$ cat config.mk
export PLATFORM = sky130hd
export DESIGN_NAME = uart_rx_flat
export DESIGN_NICKNAME = d
export VERILOG_FILES = /design/src/rtl/uart_rx_if.sv /design/src/rtl/uart_rx.sv /design/src/flat_wrapper.sv
export SDC_FILE = /design/constraint.sdc
export NUM_CORES = 1
export LEC_CHECK = 0
export BUFFER_PORTS_ARGS = -buffer_cell sky130_fd_sc_hd__buf_2
export CAP_MARGIN = 20
export CORE_ASPECT_RATIO = 0.6
export CORE_MARGIN = 2
export CORE_UTILIZATION = 25
export DETAILED_ROUTE_END_ITERATION = 8
export PLACE_DENSITY = 0.37
export REMOVE_ABC_BUFFERS = 1
export SLEW_MARGIN = 30
export SYNTH_ARGS = -nofsm -noshare
export SYNTH_HDL_FRONTEND = slang
export SYNTH_SLANG_ARGS = --single-unit
$ cat constraint.sdc
create_clock -name i_clk -period 2 [get_ports i_clk]
set_input_delay 0.2 -clock i_clk [delete_from_list [all_inputs] [get_ports i_clk]]
set_output_delay 0.2 -clock i_clk [all_outputs]
set_load 0.03 [all_outputs]
$ cat src/rtl/uart_rx_if.sv
// Byte-side and line-side signals of the UART receiver. The slave modport is
// the receiver itself; the master modport is the pin driver and byte consumer.
interface uart_rx_if;
  logic       i_rx_serial;
  logic       o_rx_dv;
  logic [7:0] o_rx_byte;
  logic       o_rx_active;
  logic       o_rx_frame_err;
  logic       o_rx_parity_err;

  modport slave (
    input  i_rx_serial,
    output o_rx_dv, o_rx_byte, o_rx_active, o_rx_frame_err, o_rx_parity_err
  );

  modport master (
    output i_rx_serial,
    input  o_rx_dv, o_rx_byte, o_rx_active, o_rx_frame_err, o_rx_parity_err
  );
endinterface

$ cat src/rtl/uart_rx.sv
// UART receiver, 8N1 with mid-bit sampling and a break-safe stop-bit error path.
// Define UART_RX_PARITY_EN to add one parity bit (sense set by PARITY_ODD).
module uart_rx #(
  parameter int BAUD_RATE       = 9600,
  parameter int CLOCK_FREQUENCY = 100_000_000,
  parameter int PARITY_ODD      = 0
) (
  input  logic     i_clk,
  input  logic     i_rstn,
  uart_rx_if.slave bus
);
  localparam int CLKS_PER_BIT = CLOCK_FREQUENCY / BAUD_RATE;
  localparam int HALF_BIT     = CLKS_PER_BIT / 2;
  localparam int CNT_W        = $clog2(CLKS_PER_BIT);

  localparam logic [CNT_W-1:0] CNT_MID  = CNT_W'(CLKS_PER_BIT - 1);
  localparam logic [CNT_W-1:0] CNT_HALF = CNT_W'(HALF_BIT - 1);

  localparam logic [2:0] S_IDLE   = 3'd0;
  localparam logic [2:0] S_START  = 3'd1;
  localparam logic [2:0] S_DATA   = 3'd2;
  localparam logic [2:0] S_PARITY = 3'd3;
  localparam logic [2:0] S_STOP   = 3'd4;
  localparam logic [2:0] S_BREAK  = 3'd5;

  // Too few clocks per bit leaves no room for a half-bit start check.
  if (CLKS_PER_BIT < 4 || PARITY_ODD < 0 || PARITY_ODD > 1) begin : g_cfg_err
    $error("uart_rx: CLKS_PER_BIT must be >= 4 and PARITY_ODD must be 0 or 1");
  end

  logic             rx_meta_q, rx_s_q;
  logic [2:0]       state_q, state_d;
  logic [CNT_W-1:0] clk_cnt_q, clk_cnt_d;
  logic [2:0]       bit_idx_q, bit_idx_d;
  logic [7:0]       shift_q, shift_d;
  logic [7:0]       byte_q, byte_d;
  logic             dv_q, dv_d;
  logic             active_q, active_d;
  logic             ferr_q, ferr_d;
  logic             perr_q, perr_d;
`ifdef UART_RX_PARITY_EN
  localparam logic PAR_ODD = (PARITY_ODD != 0);
  logic             par_bad_q, par_bad_d;
`endif

  wire mid_bit = (clk_cnt_q == CNT_MID);

  always_comb begin
    state_d   = state_q;
    clk_cnt_d = clk_cnt_q + CNT_W'(1);
    bit_idx_d = bit_idx_q;
    shift_d   = shift_q;
    byte_d    = byte_q;
    dv_d      = 1'b0;
    ferr_d    = 1'b0;
    perr_d    = 1'b0;
    active_d  = active_q;
`ifdef UART_RX_PARITY_EN
    par_bad_d = par_bad_q;
`endif
    case (state_q)
      S_IDLE: begin
        clk_cnt_d = '0;
        bit_idx_d = '0;
        active_d  = 1'b0;
        if (!rx_s_q) begin
          state_d  = S_START;
          active_d = 1'b1;
        end
      end
      S_START: begin
        if (clk_cnt_q == CNT_HALF) begin
          clk_cnt_d = '0;
          if (!rx_s_q) begin
            state_d = S_DATA;
          end else begin
            // Line went back high before mid-start: treat as noise.
            state_d  = S_IDLE;
            active_d = 1'b0;
          end
        end
      end
      S_DATA: begin
        if (mid_bit) begin
          clk_cnt_d          = '0;
          shift_d[bit_idx_q] = rx_s_q;
          if (bit_idx_q == 3'd7) begin
            bit_idx_d = '0;
`ifdef UART_RX_PARITY_EN
            state_d   = S_PARITY;
`else
            state_d   = S_STOP;
`endif
          end else begin
            bit_idx_d = bit_idx_q + 3'd1;
          end
        end
      end
`ifdef UART_RX_PARITY_EN
      S_PARITY: begin
        if (mid_bit) begin
          clk_cnt_d = '0;
          par_bad_d = rx_s_q ^ (^shift_q) ^ PAR_ODD;
          state_d   = S_STOP;
        end
      end
`endif
      S_STOP: begin
        if (mid_bit) begin
          clk_cnt_d = '0;
          if (rx_s_q) begin
            // Leave half a bit early so a back-to-back start edge is caught.
            state_d  = S_IDLE;
            active_d = 1'b0;
`ifdef UART_RX_PARITY_EN
            if (par_bad_q) begin
              perr_d = 1'b1;
            end else begin
              dv_d   = 1'b1;
              byte_d = shift_q;
            end
`else
            dv_d   = 1'b1;
            byte_d = shift_q;
`endif
          end else begin
            ferr_d  = 1'b1;
            state_d = S_BREAK;
          end
        end
      end
      S_BREAK: begin
        clk_cnt_d = '0;
        if (rx_s_q) begin
          state_d  = S_IDLE;
          active_d = 1'b0;
        end
      end
      default: begin
        state_d   = S_IDLE;
        clk_cnt_d = '0;
        bit_idx_d = '0;
        active_d  = 1'b0;
      end
    endcase
  end

  always_ff @(posedge i_clk or negedge i_rstn) begin
    if (!i_rstn) begin
      rx_meta_q <= 1'b1;
      rx_s_q    <= 1'b1;
      state_q   <= S_IDLE;
      clk_cnt_q <= '0;
      bit_idx_q <= '0;
      shift_q   <= '0;
      byte_q    <= '0;
      dv_q      <= 1'b0;
      active_q  <= 1'b0;
      ferr_q    <= 1'b0;
      perr_q    <= 1'b0;
`ifdef UART_RX_PARITY_EN
      par_bad_q <= 1'b0;
`endif
    end else begin
      rx_meta_q <= bus.i_rx_serial;
      rx_s_q    <= rx_meta_q;
      state_q   <= state_d;
      clk_cnt_q <= clk_cnt_d;
      bit_idx_q <= bit_idx_d;
      shift_q   <= shift_d;
      byte_q    <= byte_d;
      dv_q      <= dv_d;
      active_q  <= active_d;
      ferr_q    <= ferr_d;
      perr_q    <= perr_d;
`ifdef UART_RX_PARITY_EN
      par_bad_q <= par_bad_d;
`endif
    end
  end

  assign bus.o_rx_dv         = dv_q;
  assign bus.o_rx_byte       = byte_q;
  assign bus.o_rx_active     = active_q;
  assign bus.o_rx_frame_err  = ferr_q;
  assign bus.o_rx_parity_err = perr_q;
endmodule

$ cat src/flat_wrapper.sv
// flat-port wrapper written by rule: the top's interface ports become plain ports
module uart_rx_flat 
#(
  parameter int BAUD_RATE       = 9600,
  parameter int CLOCK_FREQUENCY = 100_000_000,
  parameter int PARITY_ODD      = 0
)
  (i_clk, i_rstn, bus_i_rx_serial, bus_o_rx_dv, bus_o_rx_byte, bus_o_rx_active, bus_o_rx_frame_err, bus_o_rx_parity_err);
  uart_rx_if bus_i ();
  input  logic i_clk;
  input  logic i_rstn;
  input wire logic [$bits(bus_i.i_rx_serial)-1:0] bus_i_rx_serial;
  output wire logic [$bits(bus_i.o_rx_dv)-1:0] bus_o_rx_dv;
  output wire logic [$bits(bus_i.o_rx_byte)-1:0] bus_o_rx_byte;
  output wire logic [$bits(bus_i.o_rx_active)-1:0] bus_o_rx_active;
  output wire logic [$bits(bus_i.o_rx_frame_err)-1:0] bus_o_rx_frame_err;
  output wire logic [$bits(bus_i.o_rx_parity_err)-1:0] bus_o_rx_parity_err;
  assign bus_i.i_rx_serial = bus_i_rx_serial;
  assign bus_o_rx_dv = bus_i.o_rx_dv;
  assign bus_o_rx_byte = bus_i.o_rx_byte;
  assign bus_o_rx_active = bus_i.o_rx_active;
  assign bus_o_rx_frame_err = bus_i.o_rx_frame_err;
  assign bus_o_rx_parity_err = bus_i.o_rx_parity_err;
  uart_rx #(.BAUD_RATE(BAUD_RATE), .CLOCK_FREQUENCY(CLOCK_FREQUENCY), .PARITY_ODD(PARITY_ODD)) u_core (.i_clk(i_clk), .i_rstn(i_rstn), .bus(bus_i));
endmodule
==> impl_results.rst <==
.. list-table::
   :header-rows: 1

   * - Metric
     - Value
   * - Starting utilization of the core area
     - 0.259
   * - Leakage
     - 1.17 nW
   * - Share of synthesized area occupied by flip-flops and latches
     - 0.501
   * - Setup repair after global routing missed its margin
     - true
   * - Slew headroom
     - 0.599
   * - Number of nets with antenna violations after routing
     - 0
   * - Worst reg-to-reg setup slack
     - 0.09 ns
   * - Residual DRC count
     - 0
   * - Transition at the pin with the smallest max-transition slack
     - 0.597 ns
   * - Post-Syn Area per Cell
     - 11.1 um2
   * - Stages on the worst setup path
     - 5
   * - Max cap viols
     - 0
   * - Destination of the worst register-to-register timing path
     - u_core.shift_q[6]$_DFFE_PN0P_
   * - Mean routed wirelength per cell
     - 14.7 um
   * - Cell Area, Synth
     - 0.00205 mm2
   * - Maximum vdd drop
     - 0.000279 V
   * - Setup Skew
     - 0.00682 ns
   * - Placed instance count
     - 313
   * - Share of the core filled with cells
     - 0.322
   * - Avg Vias per Cell
     - 4.57
   * - Worst-Skew Late Latency
     - 0.29 ns
   * - DR vias
     - 1470
   * - Largest buffer count on any clock path
     - 2
   * - Largest net degree at the start of global routing
     - 42
   * - Cell type with the largest total area after synthesis
     - sky130_fd_sc_hd__dfrtp_1
   * - Top cells by area in the synthesized netlist
     - sky130_fd_sc_hd__dfrtp_1, sky130_fd_sc_hd__mux2_2, sky130_fd_sc_hd__nor2_1
   * - Number of antenna cells inserted
     - 0
   * - Kind of cell with the highest combined delay on the critical path
     - simple AND/OR/NAND/NOR gates
   * - Fraction of final layout cells sized beyond drive strength 1
     - 0.294
   * - Row count
     - 25
   * - Achievable frequency
     - 0.524 GHz
   * - Maximum fanout encountered on the critical timing path
     - 5
   * - GRT overflow
     - 0
   * - Area of the core
     - 0.00791 mm2
   * - Slowest library cell on the worst path
     - sky130_fd_sc_hd__dfrtp_1
   * - Area growth from synthesis to layout
     - 24.3%
   * - Count of buffers from port buffering
     - 13
   * - Wire length of the first global-routing pass
     - 7980 um
   * - Count of cells along the worst register-to-register path
     - 5
   * - Final weighted congestion in routability-driven placement
     - 0.763
   * - Filler Cell Count
     - 812
   * - Run status
     - complete, but fails checks
   * - Number of distinct library cell variants in the gate-level netlist after synthesis
     - 44
   * - Number of max-slew violations in the final report
     - 0
   * - Die boundary height
     - 74.2 um
   * - Final-layout setup total negative slack
     - 0 ns
   * - Flop and latch count out of synthesis
     - 41
   * - CTS tree
     - yes
   * - Critical path class
     - reg2reg
   * - Pre-CTS WS
     - -0.0578 ns
   * - Final hold viol count
     - 39
   * - Final Setup Violations
     - 0
   * - Max H-tree Level
     - 2
   * - Endpoint kind of the worst setup timing path
     - flop
   * - Most common cell after layout, fill and taps aside
     - sky130_fd_sc_hd__dfrtp_1
   * - Final standard cell count with taps included and fillers excluded
     - 322
   * - Die W
     - 121 um
   * - Crit path setup slack, layout
     - 0.0916 ns
   * - Cell count after synthesis
     - 185
   * - Number of global-route vias before repair
     - 1443
   * - Routed Wire Length
     - 4730 um
   * - Number of top-level design ports
     - 15
   * - Power Dens Cells
     - 750 mW/mm2
   * - Critical path arrival
     - 2.08 ns
   * - DRT Pass-1 Iters
     - 4
   * - Area share of the largest cell type after synthesis
     - 0.476
   * - Type of the most critical hold path
     - in2async
   * - CP required
     - 2.17 ns
   * - Failing checks
     - hold timing
   * - Gr usage total
     - 0.121
   * - Initial antenna violation count
     - 0
   * - Worst stage delay on the critical path
     - 0.42 ns
   * - Highest-count cells in the layout ignoring fill and taps
     - sky130_fd_sc_hd__dfrtp_1, sky130_fd_sc_hd__nor2_1, sky130_fd_sc_hd__buf_4
   * - Number of clock buffers inserted by TritonCTS
     - 5
   * - Cell-by-cell trace of the critical path
     - and4bb_4 -> nand3_1 -> nor4_4 -> buf_4 -> mux2_2
   * - Overall power
     - 1.91 mW
   * - Clock period minus worst slack
     - 1.91 ns
   * - Startpoint type of the worst setup path
     - flop
   * - Total Die Area
     - 0.00897 mm2
   * - Number of nets at the end of the flow
     - 219
   * - Sum of buffers and inverters on the critical path
     - 1
   * - Clock edge transition at the registers on the reported setup and hold paths
     - 0.06 ns
   * - Reg-to-reg startpoint
     - u_core.clk_cnt_q[4]$_DFF_PN0_
   * - Warnings, synthesis
     - 0
   * - Master cell of the clock root buffer
     - sky130_fd_sc_hd__clkbuf_16
   * - Final-layout worst hold slack
     - -0.0202 ns
   * - Number of clock sinks seen by CTS
     - 41
   * - Detailed-placement wirelength estimate
     - 3390 um
   * - Share of the cycle needed by the critical path after routing
     - 0.954
   * - Drt initial violations
     - 86
worst max path at each step:
stage                                  startpoint                        endpoint
finish              u_core.clk_cnt_q[4]$_DFF_PN0_   u_core.shift_q[6]$_DFFE_PN0P_
global route        u_core.clk_cnt_q[0]$_DFF_PN0_   u_core.shift_q[7]$_DFFE_PN0P_
CTS                 u_core.clk_cnt_q[0]$_DFF_PN0_   u_core.shift_q[6]$_DFFE_PN0P_
detailed placement  u_core.clk_cnt_q[0]$_DFF_PN0_   u_core.shift_q[6]$_DFFE_PN0P_
global placement    u_core.clk_cnt_q[0]$_DFF_PN0_   u_core.shift_q[6]$_DFFE_PN0P_
floorplan           u_core.clk_cnt_q[0]$_DFF_PN0_  u_core.clk_cnt_q[10]$_DFF_PN0_
cell families (layout without fill, tap and decap cells):
kind of cell,Yosys count,count (layout),synth area share
XOR/XNOR,12,12,0.0512
adder cells (fa/ha/maj),3,3,0.0183
other,1,1,0.00183
AO/OA/AOI/OAI,17,17,0.0628
buffers and inverters,13,42,0.0372
multiplexers,19,19,0.102
flip-flops,41,41,0.501
AND/OR/NAND/NOR,79,79,0.225
sequential cells by signal, summed over array words and instances (netlist names):
name and count:
u_core.rx_meta_q 1, u_core.bit_idx_q 3, u_core.bus.o_rx_byte 8, u_core.bus.o_rx_dv 1, u_core.shift_q 8, u_core.bus.o_rx_active 1
u_core.clk_cnt_q 14, u_core.state_q 3, u_core.bus.o_rx_frame_err 1, u_core.rx_s_q 1
per-stage QoR:
step | instance area [um2] | hold WS [ns]
after CTS | 2530 | 0.000297
after global placement | 2330 | 0.299
after detailed placement | 2330 | 0.313
after global routing | 2550 | 0.00447
final | 2550 | -0.0202
after floorplan | 1980 | -0.0956
where the power goes:
group | internal, mW | switching (mW) | total, mW
combinational | 0.00510 | 0.0246 | 0.0297
sequential | 0.833 | 0.000824 | 0.834
clock | 0.713 | 0.336 | 1.05
what timing repair did:
action                                  4_1_cts  5_1_grt
setup buffers                                 0        1
endpoints found under the setup margin        1       22
pin swaps                                     0        1
hold buffers                                  0        0
resized for setup                             1        3
worst reg2reg max path: stages (launching register included):
cell and delay (ns):
sky130_fd_sc_hd__dfrtp_1 0.42, sky130_fd_sc_hd__and4bb_4 0.38, sky130_fd_sc_hd__nand3_1 0.18, sky130_fd_sc_hd__nor4_4 0.34
sky130_fd_sc_hd__buf_4 0.16, sky130_fd_sc_hd__mux2_2 0.32
cell type report:
type / instances / area, um2 / area share
Timing Repair Buffer: 32 / 220 / 0.0864
Clock buffer: 5 / 125 / 0.0491
Multi-Input combinational cell: 131 / 968 / 0.380
Sequential cell: 41 / 1030 / 0.403
Tap cell: 108 / 135 / 0.0530
Inverter: 2 / 7.51 / 0.00294
Clock inverter: 3 / 65.1 / 0.0255
metal layers:
metal,wire length [um],up-vias,GRT usage
met5,0,-,0
met4,65,0,0.0504
met3,123,5,0.0345
met2,1780,10,0.143
met1,2760,739,0.195
li1,-,716,-
synth_stat cells (all sizes together):
cell and number:
dfrtp 39, nor2 22, mux2 16, nand2 11
nand3 11, nand4 10, buf 8, xnor2 7
xor2 5, and3 4, nor4 4, a21oi 3
clkbuf 3, ha 3, mux2i 3, nand4b 3
nor2b 3, nor3b 3, o22ai 3, a211o 2
a21o 2, a22oi 2, dfstp 2, inv 2
nor3 2, o2bb2ai 2, a31o 1, and4 1
and4bb 1, conb 1, nand2b 1, nor4b 1
nor4bb 1, o211ai 1, o221ai 1, or2 1
(Power assumes the default switching activity.)
